**src/rtl/stage_ifetch.sv**
```systemverilog
// stage_ifetch: instruction fetch feeding the decode stage.
// Prefetches opcode bytes into a small FIFO; handles redirect and halt.
module stage_ifetch #(
  parameter int PC_WIDTH   = 16,
  parameter int FIFO_DEPTH = 4
) (
  input  logic                clk,
  input  logic                reset,
  output logic                mem_re,
  output logic [PC_WIDTH-1:0] mem_addr,
  input  logic [7:0]          mem_data,
  input  logic                mem_drdy,
  input  logic                redirect,
  input  logic [PC_WIDTH-1:0] redirect_pc,
  output logic [7:0]          opcode,
  output logic                drdy,
  input  logic                ack_in,
  output logic                halted
);

  localparam int AW = (FIFO_DEPTH > 1) ? $clog2(FIFO_DEPTH) : 1;
  localparam int CW = AW + 1;

  typedef enum logic [1:0] {
    S_IDLE,
    S_WAIT,
    S_HALT
  } state_e;

  state_e              state_q, state_d;
  logic [PC_WIDTH-1:0] pc_q, pc_d;
  logic [PC_WIDTH-1:0] addr_q, addr_d;
  logic                re_q, re_d;
  logic                discard_q, discard_d;
  logic [7:0]          fifo_q [FIFO_DEPTH];
  logic [AW-1:0]       rd_q, rd_d;
  logic [AW-1:0]       wr_q, wr_d;
  logic [CW-1:0]       cnt_q, cnt_d;
  logic [7:0]          op_q, op_d;
  logic                drdy_q, drdy_d;
  logic                push, pop;

  // next-state: fetch FSM, FIFO pointers and registered head byte
  always_comb begin
    state_d   = state_q;
    pc_d      = pc_q;
    addr_d    = addr_q;
    re_d      = 1'b0;
    discard_d = discard_q;
    rd_d      = rd_q;
    wr_d      = wr_q;
    cnt_d     = cnt_q;
    push      = 1'b0;
    pop       = 1'b0;
    if (redirect) begin
      pc_d  = redirect_pc;
      rd_d  = '0;
      wr_d  = '0;
      cnt_d = '0;
      if (state_q == S_WAIT && !mem_drdy) begin
        state_d   = S_WAIT;
        discard_d = 1'b1;
      end else begin
        state_d   = S_IDLE;
        discard_d = 1'b0;
      end
    end else begin
      unique case (state_q)
        S_IDLE: begin
          if (cnt_q < CW'(FIFO_DEPTH)) begin
            re_d    = 1'b1;
            addr_d  = pc_q;
            pc_d    = pc_q + PC_WIDTH'(1);
            state_d = S_WAIT;
          end
        end
        S_WAIT: begin
          if (mem_drdy) begin
            state_d = S_IDLE;
            if (discard_q) begin
              discard_d = 1'b0;
            end else if (mem_data == 8'h00) begin
              state_d = S_HALT;
            end else begin
              push = 1'b1;
            end
          end
        end
        S_HALT: state_d = S_HALT;
        default: state_d = S_IDLE;
      endcase
      pop = drdy_q && ack_in;
      if (push) wr_d = wr_q + AW'(1);
      if (pop)  rd_d = rd_q + AW'(1);
      cnt_d = cnt_q + CW'(push) - CW'(pop);
    end
    drdy_d = (cnt_d != '0);
    if (cnt_d == '0) begin
      op_d = 8'h00;
    end else if (push && wr_q == rd_d) begin
      op_d = mem_data;
    end else begin
      op_d = fifo_q[rd_d];
    end
  end

  // control and pointer registers
  always_ff @(posedge clk or negedge reset) begin
    if (!reset) begin
      state_q   <= S_IDLE;
      pc_q      <= '0;
      addr_q    <= '0;
      re_q      <= 1'b0;
      discard_q <= 1'b0;
      rd_q      <= '0;
      wr_q      <= '0;
      cnt_q     <= '0;
      op_q      <= 8'h00;
      drdy_q    <= 1'b0;
    end else begin
      state_q   <= state_d;
      pc_q      <= pc_d;
      addr_q    <= addr_d;
      re_q      <= re_d;
      discard_q <= discard_d;
      rd_q      <= rd_d;
      wr_q      <= wr_d;
      cnt_q     <= cnt_d;
      op_q      <= op_d;
      drdy_q    <= drdy_d;
    end
  end

  // prefetch storage
  always_ff @(posedge clk or negedge reset) begin
    if (!reset) begin
      for (int i = 0; i < FIFO_DEPTH; i++) begin
        fifo_q[i] <= 8'h00;
      end
    end else if (push) begin
      fifo_q[wr_q] <= mem_data;
    end
  end

  assign mem_re   = re_q;
  assign mem_addr = addr_q;
  assign opcode   = op_q;
  assign drdy     = drdy_q;
  assign halted   = (state_q == S_HALT);

endmodule

```
**config.mk**
```make
export PLATFORM = sky130hd
export DESIGN_NAME = stage_ifetch
export DESIGN_NICKNAME = d
export VERILOG_FILES = /design/src/rtl/stage_ifetch.sv
export SDC_FILE = /design/constraint.sdc
export NUM_CORES = 1
export LEC_CHECK = 0
export ABC_AREA = 1
export BUFFER_PORTS_ARGS = -buffer_cell sky130_fd_sc_hd__clkbuf_2
export CAP_MARGIN = 0
export CORE_ASPECT_RATIO = 0.7
export CORE_MARGIN = 3
export CORE_UTILIZATION = 30
export CTS_BUF_LIST = sky130_fd_sc_hd__clkbuf_8
export DETAILED_ROUTE_END_ITERATION = 12
export PLACE_DENSITY_LB_ADDON = 0.1
export SKIP_CTS_REPAIR_TIMING = 1
export SYNTH_ARGS = -nofsm -noshare
export SYNTH_HDL_FRONTEND = slang
export SYNTH_SLANG_ARGS = --single-unit
```
**constraint.sdc**
```tcl
create_clock -name clk -period 3.1 [get_ports clk]
set_clock_uncertainty 0.2 [all_clocks]
set_input_delay 0.31 -clock clk [delete_from_list [all_inputs] [get_ports clk]]
set_output_delay 0.31 -clock clk [all_outputs]
set_load 0.01 [all_outputs]
```
==> out/results.tsv <==
stage	metric	value	unit
run_status	outcome	finished with violations	
run_status	violated checks	hold timing	
pwr	internal power	2380	uW
timing	fin crit period	2.74	ns
die	Rows	36	
synth	Yosys reg bits	84	
global_routing	vias in the first global route	3391	
timing	fmax	0.366	GHz
worst_setup_path	Critical Path Start Type	flop	
synth	synthesized netlist cell count	535	
synth	area of the mapped netlist	4450	um2
global_routing	Tot GR Track Use	0.160	
worst_setup_path	Worst setup EP type	flop	
worst_setup_path	R2R Setup Slk	0.36	ns
placement	hpwl dp	8.82	mm
timing	# setup viols final	0	
worst_setup_path	max incr delay on CP	0.40	ns
worst_setup_path	worst reg2reg path startpoint	state_q[1]$_DFFE_PN0P_	
pwr	Switching Fraction	0.405	
cells_and_area	Util after Layout	0.365	
timing	worst slew pin tran	0.770	ns
die	Die Span X	152	um
route	routed via count	3677	
cells_and_area	nets	640	
worst_setup_path	Critical Path Start	state_q[1]$_DFFE_PN0P_	
clock_network	# H-tree levels	3	
clock_network	cts bufs inserted	9	
route	Remaining DRCs	0	
clock_network	CTS sink cnt	84	
route	DR WL/cell	15.4	um
pwr	Clk pwr share	0.197	
pwr	P_sw	1620	uW
timing	max-slew violation count	0	
timing	Min Hold Slack	-0.00881	ns
timing	slew margin rel.	0.486	
route	post-route ant nets	0	
clock_network	CTS tree	done	
synth	area leader, netlist	dfrtp_1	
worst_setup_path	crit path DAT	2.83	ns
worst_setup_path	CP Class	flop to flop	
worst_setup_path	CP max FO	9	
synth	synth warn	0	
route	Iteration-0 DRC Markers	206	
synth	Mapped Avg Cell Area	8.32	um2
pwr	Sequential Power Share	0.418	
job	Max Cap Violations	0	
timing	Final period util	0.882	
global_routing	grt total ovfl	0	
route	routed wire length	12.3	mm
cells_and_area	n_diodes	0	
clock_network	CTS max path bufs	2	
pwr	Pwr per Cell Area	774	nW/um2
die	CORE AREA	14200	um2
synth	syn_nets	572	
clock_network	root buf cell	clkbuf_8	
synth	share of the synthesized area in the top cell type	0.472	
pwr	Comb pwr share	0.385	
synth	Synth area leaders	dfrtp_1, nand2_1, inv_1	
pwr	Leak	0.00261	uW
hold_path	worst hold path class	input port to flop	
worst_setup_path	reg-to-reg endpoint	opcode[2]$_DFF_PN0_	
synth	post-synthesis sequential area ratio	0.472	
clock_network	clock latency at the later pin of the worst-skew pair	0.36	ns
cells_and_area	synthesis-to-layout area growth	16.2	%
placement	PortBufs	55	
timing	RSZ-0062 raised after global routing	false	
route	drt pass-1 iters	4	
worst_setup_path	crit path cell chain	inv_1, nand2_2, nor3_4, nand2_1, ha_1, inv_1, ha_1, inv_1, fa_1, nor2_1, nor2_1, nand2_1, nand2_1, nor2_1	
die	Die Outline Area	16400	um2
die	Initial Utilization	0.314	
synth	Cell variety after synth	45	
die	I/O pin total	56	
placement	gpl congestion	0.812	
global_routing	largest net degree at the start of global routing	57	
timing	setup TNS	0	ns
worst_setup_path	crit path to	opcode[2]$_DFF_PN0_	
timing	Fin. Hold Viols	2	
route	vias per cell	4.61	
pwr	Peak VDD IR	0.257	mV
global_routing	first-pass GRT wire length	19.7	mm
global_routing	initial antenna violation count	0	
die	die boundary height	108	um
worst_setup_path	R2R depth	14	
clock_network	Worst-path clk slew	0.09	ns
worst_setup_path	CP max stage cell	fa_1	
cells_and_area	share of cells above drive strength 1	0.198	
worst_setup_path	Worst Path Required	3.19	ns
==> sequential cells by signal (all words and copies together) (netlist names) <==
signal and count:
discard_q 1, cnt_q 3, mem_re 1, drdy 1
mem_addr 16, opcode 8, pc_q 16, fifo_q 32
rd_q 2, state_q 2, wr_q 2
==> area by class of cell <==
| type | count | area (um2) |
|---|---|---|
| Clock inverter | 5 | 53.8 |
| Sequential cell | 84 | 2100 |
| Multi-Input combinational cell | 355 | 1890 |
| Tap cell | 190 | 238 |
| Inverter | 76 | 293 |
| Timing Repair Buffer | 77 | 460 |
| Clock buffer | 10 | 138 |
| Fill cell | 1504 | 9010 |
==> critical path, delay by kind of cell, from the launching register on <==
| family | cells | cell delay (ns) |
|---|---|---|
| flip-flops | 1 | 0.39 |
| AND/OR/NAND/NOR | 8 | 1.01 |
| buffers and inverters | 3 | 0.20 |
| adder cells (fa/ha/maj) | 3 | 0.85 |
==> cells in the mapped netlist (all sizes together) <==
| master | count |
|---|---|
| a21oi | 13 |
| dfrtp | 84 |
| a22o | 2 |
| o311ai | 1 |
| o21bai | 1 |
| nand3b | 3 |
| nor2 | 37 |
| o221ai | 1 |
| nor3 | 5 |
| xnor2 | 1 |
| ha | 7 |
| nand2 | 150 |
| fa | 1 |
| buf | 18 |
| inv | 76 |
| xor2 | 2 |
| o211ai | 3 |
| o21ai | 53 |
| nor4 | 1 |
| nand3 | 45 |
| clkbuf | 2 |
| or2 | 1 |
| o22ai | 2 |
| a31oi | 2 |
| nand4 | 23 |
| o2111ai | 1 |
==> worst min-delay path by stage <==
stage	cells after the start	end	start	slack, ns
2_1_floorplan	0	cnt_q[0]$_DFF_PN0_	reset	-0.19
3_3_place_gp	1	fifo_q[28]$_DFFE_PN0P_	reset	0.24
3_5_place_dp	1	opcode[7]$_DFF_PN0_	reset	0.24
4_1_cts	1	opcode[7]$_DFF_PN0_	reset	-0.16
5_1_grt	3	pc_q[6]$_DFFE_PN0P_	redirect_pc[6]	-0.007
6_report	3	pc_q[6]$_DFFE_PN0P_	redirect_pc[6]	-0.009
==> per-stage QoR <==
stage | std cells | instance area, um2 | worst slack (ns) | hold WS (ns) | power (uW)
5_1_grt | 797 | 5170 | 0.0860 | -0.00684 | 4370
3_5_place_dp | 775 | 4910 | 0.227 | 0.244 | 3240
6_report | 797 | 5170 | 0.365 | -0.00881 | 4000
4_1_cts | 790 | 5100 | 0.338 | -0.160 | 4050
3_3_place_gp | 775 | 4910 | 0.293 | 0.243 | 3220
2_1_floorplan | 535 | 4450 | 0.638 | -0.186 | 2720
==> cells in the final DEF (no fill, tap or decap), drive strengths merged, types with 13 or more instances in the layout <==
master,synthesis,final
nand4,23,23
nor2,37,37
nand2,150,150
o21ai,53,53
buf,18,16
inv,76,77
clkbuf,2,64
nand3,45,45
a21oi,13,13
dfrtp,84,84
==> kinds of logic (layout without fill, tap and decap cells) <==
family	Yosys count	after routing	share of synthesized area
AO/OA/AOI/OAI	79	79	0.107
AND/OR/NAND/NOR	265	265	0.287
flip-flops	84	84	0.472
buffers and inverters	96	168	0.103
adder cells (fa/ha/maj)	8	8	0.0242
XOR/XNOR	3	3	0.00590
==> layer usage <==
| metal | up-vias | wire length, um | part of all wire | global-route usage |
|---|---|---|---|---|
| li1 | 1871 | - | - | - |
| met1 | 1709 | 7040 | 0.57 | 0.274 |
| met2 | 89 | 4410 | 0.36 | 0.194 |
| met3 | 8 | 722 | 0.059 | 0.0358 |
| met4 | 0 | 126 | 0.010 | 0.0385 |
| met5 | - | 0 | 0 | 0 |
==> power groups by stage <==
stage / clock (uW) / sequential [uW] / combinational, uW
finish: 789 / 1670 / 1540
global route: 869 / 1730 / 1770
CTS: 829 / 1680 / 1550
detailed placement: 0 / 1690 / 1540
global placement: 0 / 1690 / 1530
floorplan: 0 / 1710 / 1010
No activity file was read; power rests on OpenSTA's default activity.
